### config.mk
export PLATFORM = sky130hd
export DESIGN_NAME = irq_controller
export DESIGN_NICKNAME = d
export VERILOG_FILES = /design/src/rtl/irq_controller.sv
export SDC_FILE = /design/constraint.sdc
export NUM_CORES = 1
export LEC_CHECK = 0
export BUFFER_PORTS_ARGS = -buffer_cell sky130_fd_sc_hd__buf_2
export CAP_MARGIN = 20
export CORE_MARGIN = 2
export CORE_UTILIZATION = 45
export DETAILED_ROUTE_END_ITERATION = 16
export PLACE_DENSITY = 0.78
export RECOVER_POWER = 100
export SLEW_MARGIN = 15
export SYNTH_ARGS = -nofsm -noshare
export SYNTH_HDL_FRONTEND = slang
export SYNTH_SLANG_ARGS = --single-unit
### constraint.sdc
create_clock -name clk_i -period 3.2 [get_ports clk_i]
set_input_delay 0.32 -clock clk_i [delete_from_list [all_inputs] [get_ports clk_i]]
set_output_delay 0.32 -clock clk_i [all_outputs]
set_load 0.02 [all_outputs]
### src/rtl/irq_controller.sv
// rtl/irq_controller.sv - masked, prioritised interrupt aggregator with pending/mask/edge/cause registers
module irq_controller #(
    parameter int N_SRC      = 8,
    parameter int DATA_WIDTH = 32
) (
    input  logic                  clk_i,
    input  logic                  rst_i,
    input  logic [DATA_WIDTH-1:0] addr_i,
    input  logic [DATA_WIDTH-1:0] data_i,
    output logic [DATA_WIDTH-1:0] data_o,
    input  logic                  sel_i,
    input  logic                  wr_i,
    input  logic [N_SRC-1:0]      irq_src_i,
    output logic                  irq_o
);

    localparam int PAD = DATA_WIDTH - N_SRC;

    localparam logic [1:0] REG_PENDING = 2'd0;
    localparam logic [1:0] REG_MASK    = 2'd1;
    localparam logic [1:0] REG_EDGE    = 2'd2;
    localparam logic [1:0] REG_CAUSE   = 2'd3;

    logic [N_SRC-1:0]      src_q;
    logic [N_SRC-1:0]      src_qq;
    logic [N_SRC-1:0]      pending;
    logic [N_SRC-1:0]      pending_next;
    logic [N_SRC-1:0]      mask_q;
    logic [N_SRC-1:0]      edge_mode;
    logic [N_SRC-1:0]      rise;
    logic [N_SRC-1:0]      w1c;
    logic [N_SRC-1:0]      active;
    logic [1:0]            reg_sel;
    logic                  wr_en;
    logic                  cause_valid;
    logic [4:0]            cause_idx;
    logic [DATA_WIDTH-1:0] cause_word;
    logic [DATA_WIDTH-1:0] rdata;
    logic                  bus_unused;

    // Only addr_i[3:2] decodes; bits above the source count are dropped on write.
    assign bus_unused = ^{addr_i[DATA_WIDTH-1:4], addr_i[1:0], data_i[DATA_WIDTH-1:N_SRC]};

    assign reg_sel = addr_i[3:2];
    assign wr_en   = sel_i & wr_i;
    assign rise    = src_q & ~src_qq;
    assign w1c     = (wr_en && reg_sel == REG_PENDING) ? data_i[N_SRC-1:0] : '0;
    assign active  = pending & mask_q;

    // Two-flop input stage; src_qq starting at 0 means a rise needs a real sample after reset.
    always_ff @(posedge clk_i or negedge rst_i) begin
        if (!rst_i) begin
            src_q  <= '0;
            src_qq <= '0;
        end else begin
            src_q  <= irq_src_i;
            src_qq <= src_q;
        end
    end

    // Per-bit pending: level bits follow src_q, edge bits latch rises and clear on W1C (rise wins).
    always_comb begin
        pending_next = '0;
        for (int i = 0; i < N_SRC; i++) begin
            if (edge_mode[i]) begin
                pending_next[i] = rise[i] | (pending[i] & ~w1c[i]);
            end else begin
                pending_next[i] = src_q[i];
            end
        end
    end

    // Pending register.
    always_ff @(posedge clk_i or negedge rst_i) begin
        if (!rst_i) begin
            pending <= '0;
        end else begin
            pending <= pending_next;
        end
    end

    // MASK and EDGE writable registers.
    always_ff @(posedge clk_i or negedge rst_i) begin
        if (!rst_i) begin
            mask_q    <= '0;
            edge_mode <= '0;
        end else if (wr_en) begin
            if (reg_sel == REG_MASK) begin
                mask_q <= data_i[N_SRC-1:0];
            end
            if (reg_sel == REG_EDGE) begin
                edge_mode <= data_i[N_SRC-1:0];
            end
        end
    end

    // Lowest-numbered active source wins; index stays 0 when nothing is active.
    always_comb begin
        cause_valid = |active;
        cause_idx   = 5'd0;
        for (int i = N_SRC - 1; i >= 0; i--) begin
            if (active[i]) begin
                cause_idx = 5'(i);
            end
        end
    end

    // Cause word layout: valid flag in the top bit, index in the low five bits.
    always_comb begin
        cause_word                 = '0;
        cause_word[DATA_WIDTH-1]   = cause_valid;
        cause_word[4:0]            = cause_idx;
    end

    // Read mux over pre-edge register state.
    always_comb begin
        rdata = '0;
        case (reg_sel)
            REG_PENDING: rdata = {{PAD{1'b0}}, pending};
            REG_MASK:    rdata = {{PAD{1'b0}}, mask_q};
            REG_EDGE:    rdata = {{PAD{1'b0}}, edge_mode};
            REG_CAUSE:   rdata = cause_word;
            default:     rdata = '0;
        endcase
    end

    // Registered read data, held until the next read.
    always_ff @(posedge clk_i or negedge rst_i) begin
        if (!rst_i) begin
            data_o <= '0;
        end else if (sel_i && !wr_i) begin
            data_o <= rdata;
        end
    end

    // Registered CPU interrupt.
    always_ff @(posedge clk_i or negedge rst_i) begin
        if (!rst_i) begin
            irq_o <= 1'b0;
        end else begin
            irq_o <= |active;
        end
    end

endmodule

Word level (Yosys, flattened, before mapping)
Index checks and enable logic that the tools add are counted.
{"block": "word_totals", "regBits": 73, "inputBits": 76, "output_inout_bits": 33, "wordCells": 63}
{"block": "classes", "n_eq_ne": 3, "muxes": 18, "bitwise": 28, "n_reduce_logical": 7}
{"cell": "32-bit case mux with 4 select lines", "n": 1}
{"cell": "5-bit two-way mux", "n": 7}
{"cell": "8-bit AND", "n": 2}
{"cell": "1-bit AND", "n": 9}
{"cell": "1-bit two-way mux", "n": 8}
{"cell": "8-bit two-way mux", "n": 1}
{"cell": "1-bit inverter", "n": 8}
{"cell": "8-bit inverter", "n": 1}
{"cell": "1-bit bitwise OR", "n": 8}
{"cell": "8-bit OR reduction", "n": 1}
{"cell": "2-bit equality test (second input constant)", "n": 2}
{"cell": "2-bit AND reduction", "n": 2}
{"cell": "3-bit two-way mux", "n": 1}
{"cell": "2-bit by 1-bit equality test with 1-bit output (second input constant)", "n": 1}
{"cell": "1-bit logical AND", "n": 2}
{"cell": "2-bit logical NOT", "n": 1}
{"cell": "1-bit logical NOT", "n": 1}

Logic depth before layout (Yosys ltp)
Gate-level depths: netlist of the first run.
{"block": "depth", "depth_word": 10, "mapped_depth": 5}

Worst setup path before layout of the first run
No wires, ideal clock.
{"block": "synth_path", "path_kind": "in2reg", "startpoint": "in wr_i", "endpoint": "reg pending[0]", "setup_time_ns": 0.122, "arrival_ns": 1.174, "t_required_ns": 3.078, "slack_ns": 1.905, "cell_stages": 4, "path_cell_list": "nand2_1 nor3_1 nand2_1 a32o_1"}
{"block": "synth_via", "elab_chain_cells": 7}
{"element": "start, declared", "line_no": "12", "source": "input logic wr_i,"}
{"element": "1-bit AND", "line_no": "45", "source": "assign wr_en = sel_i & wr_i;"}
{"element": "1-bit logical AND", "line_no": "47", "source": "assign w1c = (wr_en && reg_sel == REG_PENDING) ? data_i[N_SRC-1:0] : '0;"}
{"element": "8-bit two-way mux", "line_no": "47"}
{"element": "1-bit inverter", "line_no": "66", "source": "pending_next[i] = rise[i] | (pending[i] & ~w1c[i]);"}
{"element": "1-bit AND", "line_no": "66"}
{"element": "1-bit bitwise OR", "line_no": "66"}
{"element": "1-bit two-way mux", "line_no": "65", "source": "if (edge_mode[i]) begin"}
{"element": "named net pending_next[0]", "line_no": "27", "source": "logic [N_SRC-1:0] pending_next;"}
{"element": "end signal, assigned", "line_no": "78", "source": "pending <= pending_next;"}
{"element": "end, declared", "line_no": "26", "source": "logic [N_SRC-1:0] pending;"}
The timed path passes the listed nets, and every way through them passes these cells.
A chain may end at the register's enable or synchronous reset.

Worst setup path in the final report of the first run
{"block": "layout_path", "startpoint": "in addr_i[2]", "endpoint": "reg mask_q[2]"}
{"block": "layout_via", "elab_chain_cells": 2}
{"element": "start, declared", "line_no": "8", "source": "input logic [DATA_WIDTH-1:0] addr_i,"}
{"element": "2-bit by 1-bit equality test with 1-bit output", "line_no": "88", "source": "if (reg_sel == REG_MASK) begin"}
{"element": "2-bit AND reduction (no line)"}
{"element": "end signal, assigned", "line_no": "89", "source": "mask_q <= data_i[N_SRC-1:0];"}
{"element": "end, declared", "line_no": "28", "source": "logic [N_SRC-1:0] mask_q;"}
Every way passes these cells.

==> results.ini, run 1 <==
[detailed_routing]
via_per_inst=5.174
first_pass_iters=4
wire_per_inst_um=14.33
drt-total-wl_mm=3.955
drcViolationCount=0
num_vias=1428
drtAntennaViolNets=0
drt-initial-drc-count=74

[clocking]
htree_num_levels=2
cts_resized=0
postCtsSetupRepairBufs=0
clk_pin_slew_ns=0.09
cts_buffers=5
clockBufferDepth=2
clk_latency_ns=0.31
hold_buffers=0
clock_sinks=50
root_buffer=clkbuf_8
tritoncts=built

[synth]
yosysWarnings=0
synth_common_cells=50 x dfrtp_1, 28 x nand2_1, 23 x buf_4, 16 x mux2_2, 10 x o21ai_0
synth_top_area_share_pct=57.80
synth_area_sq_mm=0.002165
synth-async-reset-ratio_pct=100.0
ys_ff_latch=50
synthDistinctLibCells=33
synth_area_leaders=dfrtp_1 58%, mux2_2 8.3%, buf_4 8.0%
synth-edff-count=0
synth_flop_cell=dfrtp_1
ys_seq_area_share_pct=57.80
yosysTopAreaCell=dfrtp_1
synth_most_common_cell=dfrtp_1
synthCells=187
syn_avg_cell_area_sq_um=11.58

[floorplan]
die-area_sq_mm=0.005381
initial_utilization_pct=46.13
ioPinCount=109
fp.dieW_um=73.36
die_h_um=73.36
core_sq_mm=0.004692
rows=25

[setup_path]
crit_arrival_ns=1.97
path_class=in -> reg
worstPathMaxFanout=14
end_kind=flop
start_kind=input port
required_ns=3.40

[sta]
fmax_mhz=562.7
setup_slack_ns=1.423
layout_min_cycle_time_ns=1.777
tns_ns=0
fin_crit_sh_pct=55.54
finClkSkew_ns=0.009430
report.final.hold_viol_count=0
max_slew_margin_pct=54.15
setup_viol=0
drv_slew=0
rsz0062_at_grt=no
worst_pin_slew_ns=0.6877

[cells_and_area]
layout-drive-gt1-share_pct=19.82
diodes=0
final_area_sq_mm=0.002381
fill_cells=432
final_util_pct=50.75
nets=297
area_delta_synth_final_pct=10.00

[placement]
port_buffers=31
hpwl_mm=2.795
place_ws_ns=1.354
place_area_sq_mm=0.002287
gp_congestion=0.7608

[global_route]
grt_pass1_wl_mm=6.582
top_usage_layer=met2
grt_pass1_vias=1386
use_met2_pct=25.13
overflow=0
grt_max_degree=51
antenna_found_initial=0
grtUsageTotal_pct=16.31
gr-usage-met1_pct=21.76
use_met3_pct=4.801

[worst_hold_path]
min_path_type=in -> async

[pwr]
p_leak_nw=1.075
max-vdd-ir-drop_mv=0.3596
pwr_density_cell_mw_per_mm2=648.8
p_total_mw=1.545

[run]
drv_cap=0

[outcome]
status=finished, final reports clean

-- registers in the layout (all words and copies together), names as in the netlist --
name,flops
src_qq,8
src_q,8
data_o,9
edge_mode,8
mask_q,8
irq_o,1
pending,8
-- per-layer routing --
layer	up-vias	share of wire, %
li1	688	-
met1	682	46
met2	52	47
met3	6	6.0
met4	0	1.5
met5	-	0
-- placed cells by master, fill, tap and decap left out, types with 4 or more instances in the layout --
cell type,n
mux2_2,16
buf_2,19
clkbuf_1,12
dfrtp_1,50
a32o_1,8
mux2i_1,5
a21oi_1,5
nor2_1,6
conb_1,23
inv_1,4
nand2_1,28
o21ai_0,10
clkbuf_8,5
-- metrics by stage --
step | instances | hold slack [ns]
floorplan | 209 | 0.02441
global placement | 268 | 0.3620
detailed placement | 268 | 0.3652
CTS | 276 | 0.1019
global route | 276 | 0.07021
finish | 276 | 0.02431
-- final timing paths --
check	startpoint	endpoint	slack, ns	depth (start not counted)
max in group asynchronous	rst_i	edge_mode[6]	2.77	1
worst min register to register	src_q[6]	src_qq[6]	0.39	0
min in group clk_i	irq_src_i[0]	src_q[0]	0.11	1
worst max register to register	pending[4]	data_o[0]	1.99	4
worst max-delay path	addr_i[2]	mask_q[2]	1.42	4
worst min-delay path	rst_i	mask_q[5]	0.02	1
-- cells by family after synthesis --
| logic type | Yosys count | synth area share (%) |
|---|---|---|
| other | 1 | 0.1732 |
| multiplexers | 21 | 10.64 |
| buffers and inverters | 31 | 9.480 |
| AO/OA/AOI/OAI | 36 | 11.73 |
| AND/OR/NAND/NOR | 48 | 10.17 |
| flip-flops | 50 | 57.80 |
-- power by group --
part / switching (mW) / total, mW / internal (mW)
Combinational: 0.165 / 0.283 / 0.119
Clock: 0.212 / 0.445 / 0.232
Sequential: 0.0846 / 0.817 / 0.733
Total: 0.461 / 1.54 / 1.08
-- critical path, cell delays in order --
cell and delay (ns):
clkbuf_1 0.51, inv_1 0.21, or3_1 0.58, mux2_2 0.35
-- layout make-up --
cell class                      instances  area (sq um)  area share (%)
Clock buffer                            5         68.82           2.890
Clock inverter                          3         45.04           1.892
Inverter                                4         15.01          0.6306
Multi-Input combinational cell        128         785.8           33.00
Sequential cell                        50          1251           52.55
Tap cell                               54         67.56           2.838
Timing Repair Buffer                   32         147.6           6.201
No activity file was read; power rests on OpenSTA's default activity.
==> run 2: changes to the inputs <==
ABC_AREA = 1   (was not set)
PLACE_DENSITY = 0.77   (was 0.78)
clock period = 1.75 ns   (was 3.2 ns; I/O delays follow)
==> run 2 against run 1 <==
Compared with the run above:
- critical endpoint is now mask_q[1]
- cell area is 6.4% higher
- total power grew 69%
- worst hold slack improved by 0.13 ns
- cell count grew 29%
- sequential share of layout area is 3.1 points lower
- worst setup slack lost 1.0 ns
- global-route usage rose by 0.91 points
- first-iteration DRC count decreased by 6.8%
- via count increased by 16%
- critical path depth up 2
==> results.ini, run 2 <==
[outcome]
status=finished, final reports clean

[clocking]
root_buffer=clkbuf_8
tritoncts=built
htree_num_levels=2
clk_pin_slew_ns=0.09
clock_sinks=50
cts_resized=0
cts_buffers=5
clk_latency_ns=0.30
clockBufferDepth=2

[setup_path]
start_kind=input port
path_class=in -> reg
end_kind=flop
required_ns=1.94
crit_arrival_ns=1.56
worstPathMaxFanout=16

[floorplan]
fp.dieW_um=75.06
die-area_sq_mm=0.005634
initial_utilization_pct=47.48
rows=25
ioPinCount=109
core_sq_mm=0.004786
die_h_um=75.06

[cells_and_area]
diodes=0
final_common_cell=nand2_1
largest_reg_flops=9
final_area_sq_mm=0.002532
final_cell_mix=91 x nand2_1, 50 x dfrtp_1, 23 x conb_1, 19 x buf_2, 14 x inv_1
area_delta_synth_final_pct=11.45
largest_register=data_o
layout-drive-gt1-share_pct=14.88
finalNonFillerCells=356
final_util_pct=52.92
nets=364

[placement]
dp_cells=339
port_buffers=31
gp_congestion=0.8262
place_area_sq_mm=0.002430
hpwl_mm=2.930
place_ws_ns=0.5435

[synth]
synthCells=242
synth-async-reset-ratio_pct=100.0
synth_common_cells=88 x nand2_1, 50 x dfrtp_1, 23 x buf_4, 16 x o21ai_2, 13 x inv_1
ys_ff_latch=50
synth_area_sq_mm=0.002272
synth_area_leaders=dfrtp_1 55%, nand2_1 15%, buf_4 7.6%
synth_top_area_share_pct=55.07
syn_avg_cell_area_sq_um=9.389
synth-edff-count=0
synth_most_common_cell=nand2_1
synth_flop_cell=dfrtp_1
yosysWarnings=0
synthDistinctLibCells=24
ys_seq_area_share_pct=55.07
yosysTopAreaCell=dfrtp_1

[sta]
finClkSkew_ns=0.009227
timing.hold.ws_ns=0.1524
rsz0062_at_grt=no
layout_min_cycle_time_ns=1.371
setup_slack_ns=0.3795
fmax_mhz=729.6
tns_ns=0
worst_pin_slew_ns=0.7905
max_slew_margin_pct=47.10
setup_viol=0
fin_crit_sh_pct=78.32
report.final.hold_viol_count=0
drv_slew=0

[detailed_routing]
drcViolationCount=0
first_pass_iters=5
num_vias=1650
via_per_inst=4.635
wire_per_inst_um=11.67
drtAntennaViolNets=0
drt-total-wl_mm=4.156
drt-initial-drc-count=69

[pwr]
max-vdd-ir-drop_mv=0.6242
pwr_density_cell_mw_per_mm2=1033
p_total_mw=2.615
p_leak_nw=1.287

[global_route]
grt_max_degree=30
overflow=0
antenna_found_initial=0
grt_pass1_wl_mm=7.196
grt_pass1_vias=1596
grtUsageTotal_pct=17.21

[run]
drv_cap=0

[worst_hold_path]
min_path_type=in -> reg

run 2: changes by cell type in the layout (fill, tap and decap cells not counted), moves of 3 or more:
cell / delta
dlygate4sd3_1: +9
inv_1: +10
o21ai_2: +5
nor2_1: +5
inv_2: +3
nand2_2: +3
mux2i_1: -5
a32o_1: -8
o211ai_1: +8
o22ai_1: -3
nand2_1: +63
mux2_2: -16
run 2: logic make-up (layout without fill, tap and decap cells):
kind of cell	count (synthesis)	count (layout)	share of synthesized area, %
buffers and inverters	43	68	11.56
AND/OR/NAND/NOR	112	112	20.92
flip-flops	50	50	55.07
other	1	23	0.1650
AO/OA/AOI/OAI	36	36	12.28
run 2: routing by layer:
metal | part of all wire (%) | wire length, um | track usage [%]
met2 | 49 | 2035 | 30.02
met1 | 43 | 1775 | 21.19
met3 | 6.7 | 279 | 4.016
met5 | 0 | 0 | 0
met4 | 1.6 | 65 | 5.357
run 2: critical path, cell delays in order:
cell      delay, ns
clkbuf_1       0.23
inv_2          0.05
nor2_1         0.60
nand2_4        0.27
nand2_1        0.13
o21ai_0        0.08
run 2: repair_timing:
| item | 4_1_cts | 5_1_grt |
|---|---|---|
| buffers inserted | 0 | 0 |
| hold buffers | 9 | 0 |
| hold endpoints to repair | 29 | 0 |
run 2: worst paths after layout:
| path | cells past startpoint | startpoint | end | slack (ns) |
|---|---|---|---|---|
| max | 6 | addr_i[2] | mask_q[1] | 0.38 |
| min | 3 | data_i[4] | edge_mode[4] | 0.15 |
| max reg2reg | 6 | pending[4] | data_o[31] | 0.53 |
| min reg2reg | 0 | src_q[1] | src_qq[1] | 0.38 |
| max in group asynchronous | 3 | rst_i | src_q[1] | 0.85 |
| min in group asynchronous | 2 | rst_i | mask_q[5] | 0.38 |
run 2: cell type report:
cell class / instances / area [sq um]
flip-flops and latches: 50 / 1251
clock inverters: 1 / 5.005
inverters: 17 / 63.81
well taps: 67 / 83.83
repair buffers: 43 / 265.3
fillers: 447 / 2253
clock buffers: 7 / 86.33
multi-input cells: 171 / 777.0
run 2: report_power, final:
group          internal (mW)  total (mW)  switching [mW]
Clock                  0.319       0.672           0.353
Combinational          0.177       0.509           0.332
Sequential              1.31        1.43           0.120
Total                   1.81        2.62           0.805
==> run 3: changes to the inputs <==
CORE_UTILIZATION = 41   (was 45)
PLACE_DENSITY = 0.74   (was 0.77)
clock period = 1.1 ns   (was 1.75 ns; I/O delays follow)
==> run 3 against run 2 <==
Compared with the run above:
- the run now ends with setup timing left
- global-route usage is 1.7 points lower
- first-iteration DRC count shrank 2.9%
- sequential cell count unchanged
- critical path depth is 6 higher
- worst setup slack lost 0.42 ns
- critical endpoint is now data_o[0]
- largest cell class unchanged
- highest routed layer unchanged
==> results.ini, run 3 (synthesis results as in run 2) <==
[placement]
place_ws_ns=-0.06612
port_buffers=31
gp_congestion=0.8375
hpwl_mm=3.089

[global_route]
grt_pass1_wl_mm=7.376
antenna_found_initial=0
overflow=0
grt_max_degree=28
grt_pass1_vias=1583
grtUsageTotal_pct=15.47

[cells_and_area]
largest_register=data_o
area_delta_synth_final_pct=19.27
final_cell_mix=88 x nand2_1, 50 x dfrtp_1, 27 x buf_2, 23 x conb_1, 15 x inv_1
diodes=0
final_util_pct=49.83
final_common_cell=nand2_1
nets=379
largest_reg_flops=9
layout-drive-gt1-share_pct=25.99

[pwr]
max-vdd-ir-drop_mv=0.8528
pwr_density_cell_mw_per_mm2=1674
p_leak_nw=1.389

[setup_path]
cp_num_buf_inv=1
end_kind=flop
path_class=reg -> reg
cp_num_cells=12
crit_path_frequent_cell=nand2_1
r2r_cells=12
crit_slowest_cell=dfrtp_1
required_ns=1.30
critPathMaxStageDelay_ns=0.40
worstPathMaxFanout=3
crit_path_cell_trace=nand2_2 -> inv_1 -> nand2_1 -> nand2_1 -> nand2_1 -> nand2_1 -> nand2_1 -> nand2_1 -> nand2_1 -> nand2_1 -> nand2_1 -> nand2_1
start_kind=flop
crit_arrival_ns=1.35
critPathTopFamily=simple AND/OR/NAND/NOR gates

[detailed_routing]
drt-initial-drc-count=67
first_pass_iters=4
drtAntennaViolNets=0
drt-total-wl_mm=4.228
wire_per_inst_um=11.24
via_per_inst=4.527
num_vias=1702
drcViolationCount=0

[floorplan]
fp.dieW_um=78.45
die_h_um=78.45
ioPinCount=109
rows=27
initial_utilization_pct=41.78
die-area_sq_mm=0.006154
core_sq_mm=0.005439

[clocking]
clk_latency_ns=0.30
clk_pin_slew_ns=0.09
tritoncts=built
cts_buffers=5
htree_num_levels=2
root_buffer=clkbuf_8
clock_sinks=50
clockBufferDepth=2

[sta]
max_slew_margin_pct=59.00
fmax_mhz=874.7
layout_min_cycle_time_ns=1.143
worst_pin_slew_ns=0.6150
report.final.hold_viol_count=0
rsz0062_at_grt=yes
drv_slew=0
setup_slack_ns=-0.04322
finClkSkew_ns=0.004570
setup_viol=2
fin_crit_sh_pct=103.9
tns_ns=-0.08095

[worst_hold_path]
min_path_type=in -> reg
holdPathStages=3

[outcome]
status=complete, but fails checks
violations=setup timing

[run]
drv_cap=0

==> run 3: repair_timing <==
item | CTS | global route
pin swaps | 0 | 1
endpoints found under the setup margin | 4 | 4
hold endpoints to repair | 56 | 0
setup buffers | 0 | 2
cloned | 0 | 0
gates resized for setup | 2 | 2
hold buffers | 9 | 0
==> run 3: worst paths after layout <==
check	slack, ns	from	to
worst max register to register	-0.04	mask_q[7]	data_o[0]
worst max-delay path	-0.04	mask_q[7]	data_o[0]
worst min register to register	0.38	src_q[3]	src_qq[3]
max in group asynchronous	0.15	rst_i	data_o[7]
min in group asynchronous	0.31	rst_i	edge_mode[5]
worst min-delay path	0.09	data_i[1]	mask_q[1]
==> run 3: power by group <==
group | switching [mW] | internal [mW] | total, mW
Clock | 0.603 | 0.676 | 1.28
Sequential | 0.183 | 2.09 | 2.27
Combinational | 0.577 | 0.409 | 0.985
Total | 1.36 | 3.17 | 4.54
==> run 3: final cells by class <==
class	instances	area, sq um
timing repair buffer	58	376.6
inverter	17	63.81
clock inverter	3	45.04
multi-input combinational	171	814.5
sequential	50	1251
tap	72	90.09
fill	526	2729
clock buffer	5	68.82
==> run 3: worst reg2reg max path, stage by stage (launching register included) <==
cell and delay [ns]:
dfrtp_1 0.40, nand2_2 0.10, inv_1 0.04, nand2_1 0.05
nand2_1 0.04, nand2_1 0.06, nand2_1 0.05, nand2_1 0.05
nand2_1 0.05, nand2_1 0.06, nand2_1 0.05, nand2_1 0.06
nand2_1 0.04
==> run 3: stage by stage <==
step | cell area [sq um] | hold WS, ns | total power [mW] | std cells
5_1_grt | 2710 | 0.09847 | 4.849 | 376
6_report | 2710 | 0.08832 | 4.537 | 376
4_1_cts | 2743 | 0.09349 | 4.594 | 374
2_1_floorplan | 2355 | -0.1856 | 2.955 | 264
3_3_place_gp | 2534 | 0.004418 | 3.241 | 357
3_5_place_dp | 2534 | 0.004846 | 3.276 | 357
==> run 3: per-layer routing <==
metal	track usage, %	part of all wire [%]	up-vias
met1	20.49	45	792
met5	0	0	-
li1	-	-	855
met4	4.737	1.3	0
met3	4.023	5.0	6
met2	25.00	49	49
